===== src/rtl/mem_arb_pkg.sv =====
// Shared types and default constants for the memory bus arbiter.
package mem_arb_pkg;
  localparam int DEF_ADDR_WIDTH     = 32;
  localparam int DEF_DATA_WIDTH     = 32;
  localparam int DEF_TIMEOUT_CYCLES = 255;

  typedef enum logic [1:0] {ARB_IDLE, ARB_REQUEST, ARB_WAIT_RESP} arb_state;
  typedef enum logic {OWNER_FETCH, OWNER_EXEC} arb_owner;
endpackage


===== src/rtl/mem_bus_arbiter_timeout.sv =====
// Watchdog for one bus transaction: counts cycles while enabled, flags the last allowed cycle.
module bus_timeout_counter
  import mem_arb_pkg::*;
#(
  parameter int TIMEOUT_CYCLES = DEF_TIMEOUT_CYCLES
) (
  input  logic clock,
  input  logic reset,
  input  logic clear,
  input  logic enable,
  output logic expired
);
  localparam int CW = $clog2(TIMEOUT_CYCLES + 1);

  logic [CW-1:0] count;

  always_ff @(posedge clock) begin
    if (reset || clear) count <= '0;
    else if (enable)    count <= count + CW'(1);
  end

  // High on the edge that would make the count reach TIMEOUT_CYCLES.
  assign expired = enable && (count == CW'(TIMEOUT_CYCLES - 1));
endmodule


===== src/rtl/mem_bus_arbiter.sv =====
// Two-requester (fetch / execute) arbiter for the core memory bus, one transaction at a time.
// Optional MEM_ARB_ROUND_ROBIN_EN: alternate grants on contention instead of execute-first.
module mem_bus_arbiter
  import mem_arb_pkg::*;
#(
  parameter int ADDR_WIDTH     = DEF_ADDR_WIDTH,
  parameter int DATA_WIDTH     = DEF_DATA_WIDTH,
  parameter int TIMEOUT_CYCLES = DEF_TIMEOUT_CYCLES
) (
  input  logic                    clock,
  input  logic                    reset,
  input  logic                    f_req,
  input  logic [ADDR_WIDTH-1:0]   f_addr,
  input  logic                    f_abort,
  output logic                    f_ack,
  output logic                    f_done,
  output logic [DATA_WIDTH-1:0]   f_rdata,
  output logic                    f_error,
  input  logic                    e_req,
  input  logic [ADDR_WIDTH-1:0]   e_addr,
  input  logic                    e_write,
  input  logic [DATA_WIDTH-1:0]   e_wdata,
  input  logic [DATA_WIDTH/8-1:0] e_strb,
  output logic                    e_ack,
  output logic                    e_done,
  output logic [DATA_WIDTH-1:0]   e_rdata,
  output logic                    e_error,
  output logic                    m_valid,
  output logic [ADDR_WIDTH-1:0]   m_addr,
  output logic                    m_write,
  output logic [DATA_WIDTH-1:0]   m_wdata,
  output logic [DATA_WIDTH/8-1:0] m_strb,
  input  logic                    m_ready,
  input  logic                    m_done,
  input  logic [DATA_WIDTH-1:0]   m_rdata,
  input  logic                    m_error,
  output logic                    owner,
  output arb_state                state
);
  // Bus handshake: the request transfers on a cycle with m_valid && m_ready; m_* stay frozen
  // while m_valid is high without m_ready. m_done only counts once the request has transferred
  // (same cycle as m_ready included).
  arb_owner              owner_q;
  logic                  discard;
  logic                  busy, f_valid, grant_any, grant_exec;
  logic                  bus_done, expired, finish, abort_hit;
  logic [DATA_WIDTH-1:0] resp_data;
  logic                  resp_error;
`ifdef MEM_ARB_ROUND_ROBIN_EN
  arb_owner              last_owner;
`endif

  assign busy       = (state != ARB_IDLE);
  assign f_valid    = f_req && !f_abort;
  assign grant_any  = f_valid || e_req;
  assign bus_done   = ((state == ARB_REQUEST) && m_ready && m_done) ||
                      ((state == ARB_WAIT_RESP) && m_done);
  assign finish     = bus_done || expired;
  assign resp_data  = bus_done ? m_rdata : '0;
  assign resp_error = bus_done ? m_error : 1'b1;
  assign abort_hit  = busy && f_abort && (owner_q == OWNER_FETCH);
  assign owner      = (owner_q == OWNER_EXEC);

  always_comb begin
    grant_exec = e_req;
`ifdef MEM_ARB_ROUND_ROBIN_EN
    if (e_req && f_valid) grant_exec = (last_owner == OWNER_FETCH);
`endif
  end

  bus_timeout_counter #(.TIMEOUT_CYCLES(TIMEOUT_CYCLES)) u_timeout (
    .clock   (clock),
    .reset   (reset),
    .clear   (!busy),
    .enable  (busy),
    .expired (expired)
  );

  always_ff @(posedge clock) begin
    if (reset) begin
      state   <= ARB_IDLE;
      owner_q <= OWNER_FETCH;
      discard <= 1'b0;
      f_ack   <= 1'b0;
      f_done  <= 1'b0;
      f_rdata <= '0;
      f_error <= 1'b0;
      e_ack   <= 1'b0;
      e_done  <= 1'b0;
      e_rdata <= '0;
      e_error <= 1'b0;
      m_valid <= 1'b0;
      m_addr  <= '0;
      m_write <= 1'b0;
      m_wdata <= '0;
      m_strb  <= '0;
`ifdef MEM_ARB_ROUND_ROBIN_EN
      last_owner <= OWNER_FETCH;
`endif
    end else begin
      f_ack  <= 1'b0;
      e_ack  <= 1'b0;
      f_done <= 1'b0;
      e_done <= 1'b0;
      case (state)
        ARB_IDLE: begin
          if (grant_any) begin
            state   <= ARB_REQUEST;
            m_valid <= 1'b1;
            if (grant_exec) begin
              owner_q <= OWNER_EXEC;
              m_addr  <= e_addr;
              m_write <= e_write;
              m_wdata <= e_wdata;
              m_strb  <= e_strb;
              e_ack   <= 1'b1;
            end else begin
              owner_q <= OWNER_FETCH;
              m_addr  <= f_addr;
              m_write <= 1'b0;
              m_wdata <= '0;
              m_strb  <= '0;
              f_ack   <= 1'b1;
            end
`ifdef MEM_ARB_ROUND_ROBIN_EN
            last_owner <= grant_exec ? OWNER_EXEC : OWNER_FETCH;
`endif
          end
        end
        ARB_REQUEST, ARB_WAIT_RESP: begin
          if (abort_hit) discard <= 1'b1;
          if (finish) begin
            state   <= ARB_IDLE;
            m_valid <= 1'b0;
            owner_q <= OWNER_FETCH;
            discard <= 1'b0;
            if (owner_q == OWNER_EXEC) begin
              e_done  <= 1'b1;
              e_rdata <= resp_data;
              e_error <= resp_error;
            end else if (!(discard || abort_hit)) begin
              // A flushed fetch still drains on the bus but its response is dropped here.
              f_done  <= 1'b1;
              f_rdata <= resp_data;
              f_error <= resp_error;
            end
          end else if ((state == ARB_REQUEST) && m_ready) begin
            state   <= ARB_WAIT_RESP;
            m_valid <= 1'b0;
          end
        end
        default: state <= ARB_IDLE;
      endcase
    end
  end
endmodule


===== config.mk =====
export PLATFORM = sky130hd
export DESIGN_NAME = mem_bus_arbiter
export DESIGN_NICKNAME = d
export VERILOG_FILES = /design/src/rtl/mem_arb_pkg.sv /design/src/rtl/mem_bus_arbiter_timeout.sv /design/src/rtl/mem_bus_arbiter.sv
export SDC_FILE = /design/constraint.sdc
export NUM_CORES = 1
export LEC_CHECK = 0
export ABC_CLOCK_PERIOD_IN_PS = 4690
export CAP_MARGIN = 40
export CELL_PAD_IN_SITES_DETAIL_PLACEMENT = 0
export CELL_PAD_IN_SITES_GLOBAL_PLACEMENT = 2
export CORE_MARGIN = 1
export CORE_UTILIZATION = 25
export DETAILED_ROUTE_END_ITERATION = 10
export PLACE_DENSITY = 0.94
export SYNTH_ARGS = -nofsm -noshare
export SYNTH_HDL_FRONTEND = slang
export SYNTH_SLANG_ARGS = --single-unit

===== constraint.sdc =====
create_clock -name clock -period 4.69 [get_ports clock]
set_input_delay 0.469 -clock clock [delete_from_list [all_inputs] [get_ports clock]]
set_output_delay 0.469 -clock clock [all_outputs]
set_load 0.02 [all_outputs]

### Word-level counts from Yosys, hierarchy flattened

Cells that the tools add are included.

| word-level totals | value |
|---|---|
| flip-flop bits (word level) | 152 |
| input bits | 141 |
| output and inout port bits | 143 |
| word-level logic and storage cells | 82 |

| cells by class | value |
|---|---|
| add/sub/neg operators | 1 |
| equal/unequal tests | 6 |
| muxes and demuxes | 23 |
| bitwise operators | 6 |
| reductions and logical operators | 29 |

Operators with widths:

| cell | count |
|---|---|
| $mux W32 | 3 |
| $mux W1 | 13 |
| $reduce_and A3 Y1 | 3 |
| $add A8 B1 Y8 const B | 1 |
| $eq A8 B8 Y1 const B | 1 |
| $logic_and A1 B1 Y1 | 7 |
| $mux W2 | 3 |
| $not A1 Y1 | 6 |
| $reduce_and A2 Y1 | 3 |
| $reduce_bool A2 Y1 | 3 |
| $reduce_or A3 Y1 | 2 |
| $logic_or A1 B1 Y1 | 5 |
| $mux W4 | 1 |
| $ne A2 B2 Y1 const B | 2 |
| $pmux W1 S2 | 2 |
| $pmux W2 S2 | 1 |
| $reduce_and A4 Y1 | 1 |
| $reduce_or A4 Y1 | 1 |
| $ne A3 B3 Y1 const B | 1 |
| $eq A2 B1 Y1 const B | 1 |
| $eq A2 B2 Y1 const B | 1 |
| $logic_not A1 Y1 | 2 |
| $logic_not A2 Y1 | 1 |
| $reduce_or A2 Y1 | 1 |

### Depth between registers and ports, before layout

| logic depth | value |
|---|---|
| depth in word-level cells | 7 |
| depth in mapped cells | 8 |
| depth with buffers taken out | 6 |

### Modules after synthesis

From an unflattened synthesis, not the netlist that was laid out.

| unflattened totals | value |
|---|---|
| cells, all modules | 586 |
| area, all modules | 5783.0 µm² |

Modules (own cells, without submodules):

| module | times used | cells an instance | area an instance (µm²) | seq. area each (µm²) |
|---|---|---|---|---|
| mem_bus_arbiter | 1 | 544 | 5413.9 | 2882.8 |
| bus_timeout_counter | 1 | 42 | 369.1 | 160.2 |

### Worst setup path before layout

Ideal clock, no wire load.

| timing | value |
|---|---|
| path kind | register -> register |
| start point | register state[0] |
| end point | register f_error |
| library setup time | 0.130 ns |
| data arrival time | 1.754 ns |
| required time | 4.560 ns |
| setup slack | 2.807 ns |
| stages on the path, launching flop included | 9 |
| buffers on the path | 2 |
| clock period less this slack | 1.883 ns |
| cells stage by stage | dfxtp_1 inv_1 ha_1 nand4b_4 nor3_4 o2111ai_2 buf_6 buf_12 mux2i_1 |

| on the way | value |
|---|---|
| longest elaborated chain between the ends | 6 |
| elaborated cells between the ends (all ways) | 16 |
| classes of those cells | eq/ne: 2; mux: 1; bitwise: 1; reduce/logical: 12 |

Ends and longest elaborated chain:

| element | RTL line | source |
|---|---|---|
| from (decl) | mem_bus_arbiter.sv:38 | `output arb_state state` |
| from (signal assigned) | mem_bus_arbiter.sv:81 | `state <= ARB_IDLE;` |
| from (signal assigned) | mem_bus_arbiter.sv:108 | `state <= ARB_REQUEST;` |
| from (signal assigned) | mem_bus_arbiter.sv:133 | `state <= ARB_IDLE;` |
| $eq A2 B1 Y1 / $reduce_bool A2 Y1 (equally long branches) | mem_bus_arbiter.sv:56, mem_bus_arbiter.sv:105, mem_bus_arbiter.sv:53 |  |
| $logic_and A1 B1 Y1, on equally long branches (2 in a row) | mem_bus_arbiter.sv:56, mem_bus_arbiter.sv:61 |  |
| $logic_or A1 B1 Y1, on equally long branches | mem_bus_arbiter.sv:56, mem_bus_arbiter.sv:141 |  |
| $logic_or A1 B1 Y1 / $not A1 Y1 (equally long branches) | - |  |
| $reduce_and A4 Y1 (no source line) | - |  |
| to (signal assigned) | mem_bus_arbiter.sv:145 | `f_error <= resp_error;` |
| to (decl) | mem_bus_arbiter.sv:18 | `output logic f_error,` |

Several ways; a longest one is shown, not always the timed one.
A chain may end at the register's enable or synchronous reset.

### Worst setup path in the final report

| timing | value |
|---|---|
| start point | register state[0] |
| end point | register m_wdata[13] |

| on the way | value |
|---|---|
| longest elaborated chain between the ends | 2 |

Ends and longest elaborated chain:

| element | RTL line | source |
|---|---|---|
| $logic_not A2 Y1 | mem_bus_arbiter.sv:105 | `case (state)` |
| $reduce_and A2 Y1 (no source line) | - |  |
| to (signal assigned) | mem_bus_arbiter.sv:114 | `m_wdata <= e_wdata;` |
| to (decl) | mem_bus_arbiter.sv:31 | `output logic [DATA_WIDTH-1:0] m_wdata,` |

No other way between the ends.

==> impl_metrics.env <==
export IMPL_status="complete, no violations"
export IMPL_drive_above_1_share_pct=7.03
export IMPL_worstPathMaxFanout=37
export IMPL_vdd_drop_max_mv=0.199
export IMPL_final_antenna_net_count=0
export IMPL_syn_to_final_growth_pct=61.2
export IMPL_drt_total_wl_um=17100
export IMPL_post_route_min_period_ps=2390
export IMPL_setup_violations_final=0
export IMPL_rr_startpoint="state[0]$_SDFFE_PP0P_"
export IMPL_start_util_pct=25.4
export IMPL_ctsResizeCount=0
export IMPL_worstSetupPathType="flop to flop"
export IMPL_dpl_cell_area_mm2=0.00902
export IMPL_maxCapViolCount=0
export IMPL_synthFlopType="dfxtp_1"
export IMPL_synthCells=572
export IMPL_grt_overflow_total=0
export IMPL_fillers=2349
export IMPL_path_clk_slew_ps=60
export IMPL_critical_path_startpoint_type="flop"
export IMPL_nets=989
export IMPL_grt_setup_unrepaired="no"
export IMPL_yosysTopAreaCellShare_pct=51.2
export IMPL_synth_fp_nets=719
export IMPL_fmax_mhz=419
export IMPL_yosysWarnings=0
export IMPL_yosysUniqueCellTypes=41
export IMPL_cts_tree="built"
export IMPL_cp_data_arrival_time_ps=2690
export IMPL_total_power_mw=4.28
export IMPL_reg2reg_to="m_wdata[13]$_SDFFE_PP0N_"
export IMPL_tightestPinTransition_ps=663
export IMPL_leakagePower_nw=3.95
export IMPL_min_to="f_rdata[2]$_SDFFE_PP0P_"
export IMPL_grt_pass1_vias=4968
export IMPL_hold_start="reset"
export IMPL_postLayoutSetupSlackWorst_ps=2300
export IMPL_dieArea_mm2=0.0244
export IMPL_grt_max_degree=55
export IMPL_synth_edf_count=0
export IMPL_power_density_mw_per_mm2=447
export IMPL_antenna_diode_count=0
export IMPL_sequential_cell_area_mm2=0.00304
export IMPL_pin_count=284
export IMPL_pre_cts_ws_ps=2010
export IMPL_drt_iter0_drc=184
export IMPL_syn_area_mm2=0.00594
export IMPL_cts_sinks=152
export IMPL_synthTopCellsByArea="dfxtp_1 (51%), mux2i_1 (17%), a22o_1 (5.6%)"
export IMPL_synth_largest_area_cell="dfxtp_1"
export IMPL_rr_worst_depth=8
export IMPL_cts_setup_buffers=0
export IMPL_antenna_found_initial=0
export IMPL_multi_input_area_mm2=0.00260
export IMPL_die_h_um=156
export IMPL_stdcell_count=1173
export IMPL_ctsHoldBuffers=0
export IMPL_final_core_util_pct=40.9
export IMPL_whs_path_depth=4
export IMPL_fin_crit_sh_pct=50.9
export IMPL_placed_cells=1142
export IMPL_whs_ps=432
export IMPL_cts_htree_levels=4
export IMPL_clockBufferDepth=2
export IMPL_maxSlewViolCount=0
export IMPL_row_count=56
export IMPL_worstPathRequired_ps=4990
export IMPL_wl_per_cell_um=14.6
export IMPL_die_w_um=156
export IMPL_clock_latency_ps=420
export IMPL_viasPerCell=4.32
export IMPL_gr_usage_all_layers_pct=13.8
export IMPL_hpwl_um=12300
export IMPL_vias=5064
export IMPL_hold_viol=0
export IMPL_synth_area_per_cell_um2=10.4
export IMPL_cts_root_buf="clkbuf_16"
export IMPL_drc=0
export IMPL_async_reset_ff_share_pct=0
export IMPL_cts_made_buffers=17
export IMPL_grt_first_pass_wirelength_um=26300
export IMPL_fin_setup_tns_ps=0
export IMPL_dr_pass1_iters=7
export IMPL_hold_path_class="input pin to flop"
export IMPL_fin_worst_skew_ps=13.1
export IMPL_end_kind="flop"
export IMPL_rrSetupSlack_ps=2300
export IMPL_gp_congestion=0.738
export IMPL_core_area_mm2=0.0234
export IMPL_ys_seq_area_share_pct=51.2
export IMPL_ys_ff_latch=152
export IMPL_final_area_mm2=0.00957
export IMPL_slew_headroom_pct=55.8
export IMPL_io_buffers=283
## power by group
group	switching [mW]	internal (mW)
Combinational	0.772	0.649
Clock	0.589	0.704
Sequential	0.101	1.47
## layout make-up
| cell class | count | area share [%] |
|---|---|---|
| Clock buffer | 18 | 4.59 |
| Sequential cell | 152 | 31.8 |
| Inverter | 10 | 0.392 |
| Tap cell | 319 | 4.17 |
| Multi-Input combinational cell | 365 | 27.1 |
| Timing Repair Buffer | 296 | 30.8 |
| Clock inverter | 13 | 1.16 |
## logic make-up after synthesis
group	share of synthesized area [%]
adder cells (fa/ha/maj)	1.26
buffers and inverters	5.48
AO/OA/AOI/OAI	12.1
multiplexers	16.9
flip-flops	51.2
XOR/XNOR	0.738
AND/OR/NAND/NOR	12.3
## cells in the final DEF, fill, tap and decap left out, types with 6 or more instances in the layout
| master | n |
|---|---|
| nand3_1 | 34 |
| mux2i_1 | 100 |
| nor2_1 | 44 |
| inv_1 | 8 |
| a22o_1 | 38 |
| inv_6 | 6 |
| nand2_1 | 71 |
| buf_4 | 11 |
| clkbuf_16 | 17 |
| clkdlybuf4s50_1 | 281 |
| ha_1 | 6 |
| dfxtp_1 | 152 |
| a211oi_1 | 34 |
## registers in the layout (all words and copies together), names as in the netlist
signal and flops:
discard 1, e_ack 1, e_done 1, e_error 1, e_rdata 32, f_ack 1, f_done 1, f_error 1
f_rdata 32, m_addr 32, m_strb 4, m_valid 1, m_wdata 32, m_write 1, owner 1, state 2
u_timeout.count 8
## layer usage
metal | vias to the layer above | track usage [%] | share of wire [%]
met5 | - | 0 | 0
met4 | 0 | 3.50 | 0.70
met3 | 8 | 5.47 | 8.9
met2 | 193 | 22.7 | 46
met1 | 2303 | 16.6 | 44
li1 | 2560 | - | -
## cell usage after synthesis, types with 2 or more instances
master and instances:
dfxtp_1 152, mux2i_1 100, nand2_1 71, nor2_1 45, a22o_1 38, a211oi_1 34
nand3_1 34, clkbuf_1 19, buf_2 14, inv_1 9, ha_1 6, buf_6 5
a21oi_1 4, buf_4 4, buf_12 3, xnor2_1 3, nand2b_1 2, nor2_2 2
o21ai_0 2, or2_2 2, or3_1 2, xor2_1 2
## worst max-delay path, cell delays in order, from the launching register on
cell,delay (ps)
dfxtp_1,350
inv_1,120
ha_1,330
inv_2,150
a21oi_4,370
buf_4,330
nor2_2,50
buf_4,270
a22o_1,280
## how the worst max path moves through the flow
stage / from / endpoint / slack [ps] / depth (start not counted)
detailed placement: e_req / m_wdata[20]$_SDFFE_PP0N_ / 2010 / 8
global placement: m_ready / e_rdata[27]$_SDFFE_PP0P_ / 1940 / 6
floorplan: state[0]$_SDFFE_PP0P_ / f_error$_SDFFE_PP0P_ / 2810 / 8
finish: state[0]$_SDFFE_PP0P_ / m_wdata[13]$_SDFFE_PP0N_ / 2300 / 8
global route: state[0]$_SDFFE_PP0P_ / m_addr[18]$_SDFFE_PP0N_ / 2030 / 8
CTS: state[0]$_SDFFE_PP0P_ / m_wdata[20]$_SDFFE_PP0N_ / 2260 / 8
Power figures use the tool's default switching activity.
